`src/rtl/pc_unit.sv`:
```
// Program counter for the MIPS fetch stage with a debug run/halt/step FSM and saturating counters.
// Optional single-step support is compiled in when PC_STEP_EN is defined.
module pc_unit #(
   parameter int                ADDR_W       = 32,
   parameter int                CNT_W        = 32,
   parameter logic [ADDR_W-1:0] RESET_VECTOR = '0,
   parameter int                INC          = 4
) (
   input  logic              i_clk,
   input  logic              i_rst_n,
   input  logic              i_stall,
   input  logic              i_halt,
   input  logic              i_redirect,
   input  logic [ADDR_W-1:0] i_redirect_addr,
   input  logic              i_resume,
   input  logic              i_step,
   output logic [ADDR_W-1:0] o_pc,
   output logic              o_running,
   output logic              o_halted,
   output logic [CNT_W-1:0]  o_cycle_count,
   output logic [CNT_W-1:0]  o_fetch_count
);

   typedef enum logic [1:0] {ST_RUN, ST_HALTED, ST_STEP} state_t;

   state_t            state_q;
   logic [ADDR_W-1:0] pc_q, pc_d;
   logic [CNT_W-1:0]  cycle_q, cycle_d;
   logic [CNT_W-1:0]  fetch_q, fetch_d;
   logic              running_q, halted_q;
   logic              in_halted;
   logic              do_update;

`ifndef PC_STEP_EN
   // Step request has no effect in this build; keep the port quiet.
   logic unused_step;
   assign unused_step = i_step;
`endif

   always_comb begin
      in_halted = (state_q == ST_HALTED);
      // Halt beats redirect, redirect beats stall.
      do_update = !in_halted && !i_halt && (i_redirect || !i_stall);
      pc_d      = i_redirect ? i_redirect_addr : pc_q + ADDR_W'(INC);
      cycle_d   = (cycle_q == '1) ? cycle_q : cycle_q + CNT_W'(1);
      fetch_d   = (fetch_q == '1) ? fetch_q : fetch_q + CNT_W'(1);
   end

   always_ff @(posedge i_clk or negedge i_rst_n) begin
      if (!i_rst_n) begin
         state_q   <= ST_RUN;
         pc_q      <= RESET_VECTOR;
         cycle_q   <= '0;
         fetch_q   <= '0;
         running_q <= 1'b1;
         halted_q  <= 1'b0;
      end else begin
         if (!in_halted) cycle_q <= cycle_d;
         if (do_update) begin
            pc_q    <= pc_d;
            fetch_q <= fetch_d;
         end
         case (state_q)
            ST_RUN: begin
               if (i_halt) begin
                  state_q   <= ST_HALTED;
                  running_q <= 1'b0;
                  halted_q  <= 1'b1;
               end
            end
            ST_STEP: begin
               // One update (or a halt) ends the step.
               if (i_halt || do_update) begin
                  state_q   <= ST_HALTED;
                  running_q <= 1'b0;
                  halted_q  <= 1'b1;
               end
            end
            ST_HALTED: begin
               if (i_resume) begin
                  state_q   <= ST_RUN;
                  running_q <= 1'b1;
                  halted_q  <= 1'b0;
               end
`ifdef PC_STEP_EN
               else if (i_step) begin
                  state_q   <= ST_STEP;
                  running_q <= 1'b1;
                  halted_q  <= 1'b0;
               end
`endif
            end
            default: begin
               state_q   <= ST_HALTED;
               running_q <= 1'b0;
               halted_q  <= 1'b1;
            end
         endcase
      end
   end

   assign o_pc          = pc_q;
   assign o_running     = running_q;
   assign o_halted      = halted_q;
   assign o_cycle_count = cycle_q;
   assign o_fetch_count = fetch_q;

endmodule

```
`config.mk`:
```
export PLATFORM = sky130hd
export DESIGN_NAME = pc_unit
export DESIGN_NICKNAME = d
export VERILOG_FILES = /design/src/rtl/pc_unit.sv
export SDC_FILE = /design/constraint.sdc
export NUM_CORES = 1
export LEC_CHECK = 0
export ABC_AREA = 1
export BUFFER_PORTS_ARGS = -buffer_cell sky130_fd_sc_hd__buf_2
export CAP_MARGIN = 20
export CORE_MARGIN = 8
export CORE_UTILIZATION = 56
export CTS_CLUSTER_DIAMETER = 60
export DETAILED_ROUTE_END_ITERATION = 8
export PLACE_DENSITY = 0.78
export SLEW_MARGIN = 20
export SYNTH_ARGS = -nofsm -noshare
export SYNTH_HDL_FRONTEND = slang
export SYNTH_SLANG_ARGS = --single-unit
```
`constraint.sdc`:
```
create_clock -name i_clk -period 2.25 [get_ports i_clk]
set_input_delay 0.45 -clock i_clk [delete_from_list [all_inputs] [get_ports i_clk]]
set_output_delay 0.45 -clock i_clk [all_outputs]
set_load 0.005 [all_outputs]
```
Word-level counts from Yosys, hierarchy flattened
Cells that the tools add are included.

operators by class
  add/subtract/negate cells = 3
  equality and inequality tests = 7
  mux-type cells = 13
  bitwise logic cells = 3
  reductions and logical operators = 11

operators by type and width
  kind                                            count
  adder 32 x 1 -> 32 bit (second input constant)  2
  == test 32 bit (second input constant)          2
  adder 32 x 3 -> 32 bit (second input constant)  1
  2-to-1 mux 32 bit                               1
  2-to-1 mux 1 bit                                6
  2-to-1 mux 2 bit                                3
  != test 2 bit (second input constant)           3
  one-hot mux 1 bit (3 select lines)              2
  one-hot mux 2 bit (3 select lines)              1
  AND reduction 2 bit                             2
  zero test 1 bit                                 3
  inverter 1 bit                                  3
  AND reduction 3 bit                             1
  == test 2 x 1 -> 1 bit (second input constant)  1
  == test 2 bit (second input constant)           1
  logical AND 1 bit                               2
  zero test 2 bit                                 1
  logical OR 1 bit                                2

storage, ports and cells
  register bits = 100
  input port bits = 39
  output and inout bits = 98
  word-level logic and storage cells = 43

Depth between registers and ports, before layout
  depth after elaboration = 7
  depth in mapped cells = 11
  mapped depth without buffers = 11

Least setup slack after synthesis
No wires, ideal clock.

  path kind = register to register
  start point = register cycle_q[0] (netlist: o_cycle_count[0])
  end point = register cycle_q[26] (netlist: o_cycle_count[26])
  setup time = 0.116 ns
  arrival = 1.501 ns
  required time = 2.134 ns
  path slack = 0.633 ns
  cell stages (with the launch flop) = 12
  path buffers = 1
  period minus slack after synthesis = 1.617 ns
  cell sequence = dfrtp_1 > ha_1 > inv_1 > nor2_4 > nand2_4 > nor2_4 > nand2_2 > nand2_4 > inv_4 > buf_6 > nand2_1 > nand2_1

on the way
  cells in the longest elaborated chain, start to end = 3
  elaborated cells on any way between the ends = 4
  those cells by class = add/sub: 1; eq/ne: 1; bitwise: 1; reduce/logical: 1

RTL lines
  item                                                            line  source
  start: declaration                                              28    logic [CNT_W-1:0] cycle_q, cycle_d;
  start signal: assignment                                        58    if (!in_halted) cycle_q <= cycle_d;
  branches (longest 3 deep; another with adder 32 x 1 -> 32 bit)  -

Several ways; the timed one is not identified.
A chain may end at the register's enable or synchronous reset.

Worst setup path after layout
  start point = register cycle_q[0] (netlist: o_cycle_count[0])
  end point = register cycle_q[3] (netlist: o_cycle_count[3])

Same word-level chain as after synthesis.

==> impl_metrics.yaml <==
critical_path:
  crit_start: "o_cycle_count[0]"
  rr_worst_depth: 10
  worst-path-buf-inv: 2
  rr_endpoint: "o_cycle_count[3]"
  required_ps: 2490
  crit_path_max_incr_delay_ps: 440
  crit_slowest_cell: "dfrtp_1"
  cp_max_fo: 26
  worst-setup-path-type: "flip-flop to flip-flop"
  crit_path_start_kind: "flip-flop"
  reg2reg_from: "o_cycle_count[0]"
  arrival_ps: 2140
  crit_family: "simple AND/OR/NAND/NOR gates"
  critPathCaptureType: "flip-flop"
  path_cells: "ha_1 > inv_1 > nor2_4 > nand2_4 > nor2_4 > nand2_2 > nand2_4 > inv_4 > nand3b_1 > nand2_1"
  reg2reg_slack_ps: 350
synth:
  syn-instance-count: 1024
  yosysTopAreaCell: "dfrtp_1"
  syn_area_per_cell_um2: 6.454
  syn_nets: 1066
  yosysMostFrequentCell: "nand2_1"
  yosys.area.top_type_share_pct: 36.73
  netlist-cell-type-count: 34
  seq_area_frac_synth_pct: 37.13
  yosys-top-cells-area: "dfrtp_1, nand2_1, nor2_1"
  async_flop_share_pct: 100.0
  synth_area_um2: 6609
  synth_edf_count: 0
  yosys_warnings: 0
  yosys_register_bits: 98
  ys_top_cells_by_count: "nand2_1, nor2_1, dfrtp_1"
  synth_flop_cell: "dfrtp_1"
floorplanning:
  die_w_um: 124.6
  die-area_um2: 15530
  ios: 137
  coreArea_um2: 11470
  num_rows: 39
  start_util_pct: 57.63
  die_h_um: 124.6
sta:
  rsz0062_at_grt: "no"
  drv_slew: 0
  slew_headroom_pct: 67.12
  tightest_slew_ps: 493.2
  clock_skew_ps: 10.93
  period_share_pct: 84.56
  fin_setup_tns_ps: 0
  fmax_ghz: 0.5256
  hold_violations: 0
  setup_viol: 0
  fin_crit_ps: 1903
cts:
  cts_root_buf: "clkbuf_16"
  cts.sinks: 98
  cts_buffers: 9
  cts.hold.buffers_added: 1
  cts.clk_slew.worst_paths_ps: 70
  cts_setup_buffers: 0
  htreeDepth: 3
  clkLatencyLatePin_ps: 350
  cts.path.max_buffers: 2
  cts_tree: "done"
  ctsResizeCount: 0
worst_hold_path:
  hold_end: "o_halted"
  min_path_type: "input port to flip-flop"
  hold_depth: 2
  hold_path_startpoint: "i_resume"
power_and_ir_drop:
  ir_worst_vdd_uv: 649.0
  swShare_pct: 36.20
  net-switching-power_uw: 1961
  p_seq_share_pct: 45.2
  internal-power_uw: 3456
  power.leakage_uw: 0.003874
  power_density_nw_per_um2: 701.8
  power_frac_clock_pct: 27.5
  combPwrFrac_pct: 27.3
global_routing:
  grt_pass1_wl_um: 30740
  grt.total_usage_pct: 23.44
  grt_start_max_net_pins: 50
  antenna_found_initial: 0
  grt_pass1_vias: 6433
  overflow: 0
detailed_routing:
  final_antenna_net_count: 0
  drt-total-wl_um: 18220
  avgViaCountPerCell: 5.258
  vias: 6862
  drc: 0
  routedWlPerCell_um: 13.96
  first_pass_iters: 5
  drtIter0Drc: 514
placed_design:
  detailed_place_hpwl_um: 13720
  gp_congestion: 0.9345
  port_buffers: 135
  place_area_um2: 7426
finish:
  fin_nets: 1199
  diodes: 0
  n_fill_cell: 1095
  utilization_pct: 67.31
  syn_to_final_growth_pct: 16.79
  seqCellArea_um2: 2454
  drive_above_1_share_pct: 16.70
  stdcell_area_um2: 7719
  multiInputGateArea_um2: 3786
status:
  status: "finished, final reports clean"
run:
  maxCapViolations: 0
worst max-delay path by stage:
stage	cells past startpoint	to	slack, ps
detailed placement	10	o_cycle_count[3]	340
global route	10	o_cycle_count[18]	210
floorplan	11	o_cycle_count[26]	630
global placement	10	o_cycle_count[2]	360
finish	10	o_cycle_count[3]	350
CTS	10	o_cycle_count[2]	330
sequential cells by signal, summed over array words and instances (netlist names):
register       cells
o_cycle_count     32
o_fetch_count     32
o_halted           1
o_pc              32
o_running          1
power groups by stage:
stage / Clock [uW] / Combinational (uW) / Sequential [uW]
finish: 1490 / 1480 / 2450
global route: 1590 / 1680 / 2510
CTS: 1520 / 1500 / 2440
detailed placement: 0 / 1490 / 2470
global placement: 0 / 1450 / 2460
floorplan: 0 / 894 / 2420
per-stage QoR:
step	hold slack (ps)	power (uW)	worst slack (ps)	std cells
final	305.7	5417	347.3	1305
after global routing	307.5	5780	205.7	1305
after CTS	296.3	5459	326.6	1305
after detailed placement	367.7	3956	340.8	1288
after global placement	368.6	3913	364.4	1288
after floorplan	154.4	3316	633.1	1024
cell families after synthesis:
group,Yosys count,share of synthesized area (%)
xor gates and xnor gates,27,3.692
DFF,98,37.13
buffers and inverters,82,5.585
AOI/OAI and AO/OA,63,5.150
muxes,2,0.3408
and+or+nand+nor,749,47.54
adders and majority gates,3,0.5680
layout make-up:
cell class	count	area share, %
Multi-Input combinational cell	844	49.05
Sequential cell	98	31.79
Clock buffer	12	3.323
Clock inverter	4	0.3404
Tap cell	143	2.318
Inverter	59	2.902
Timing Repair Buffer	145	10.28
worst register-to-register path: cells and delay by family (launching register included):
kind | cells | cell delay [ps]
DFF | 1 | 440
adders and majority gates | 1 | 220
buffers and inverters | 2 | 250
and+or+nand+nor | 7 | 890
placed cells by master (no fill, tap or decap), types with 3 or more instances in the layout:
| master | netlist | layout |
|---|---|---|
| a21oi_1 | 16 | 16 |
| buf_12 | 0 | 3 |
| buf_2 | 5 | 134 |
| buf_4 | 4 | 7 |
| clkbuf_16 | 0 | 9 |
| dfrtp_1 | 97 | 97 |
| ha_1 | 3 | 3 |
| inv_1 | 57 | 57 |
| nand2_1 | 477 | 477 |
| nand2_2 | 7 | 7 |
| nand2_4 | 3 | 3 |
| nand3_1 | 43 | 43 |
| nand3b_1 | 35 | 35 |
| nor2_1 | 158 | 158 |
| nor2_2 | 10 | 10 |
| nor2_4 | 9 | 9 |
| nor3_1 | 4 | 4 |
| o21ai_0 | 35 | 35 |
| o21ai_1 | 3 | 3 |
| o22ai_1 | 5 | 5 |
| xnor2_1 | 10 | 10 |
| xor2_1 | 16 | 16 |
metal layers:
layer	GRT usage, %	part of all wire [%]
met5	0	0
met4	8.788	2.1
met1	29.98	44
met3	4.894	7.7
met2	38.10	46
Power figures use the tool's default switching activity.
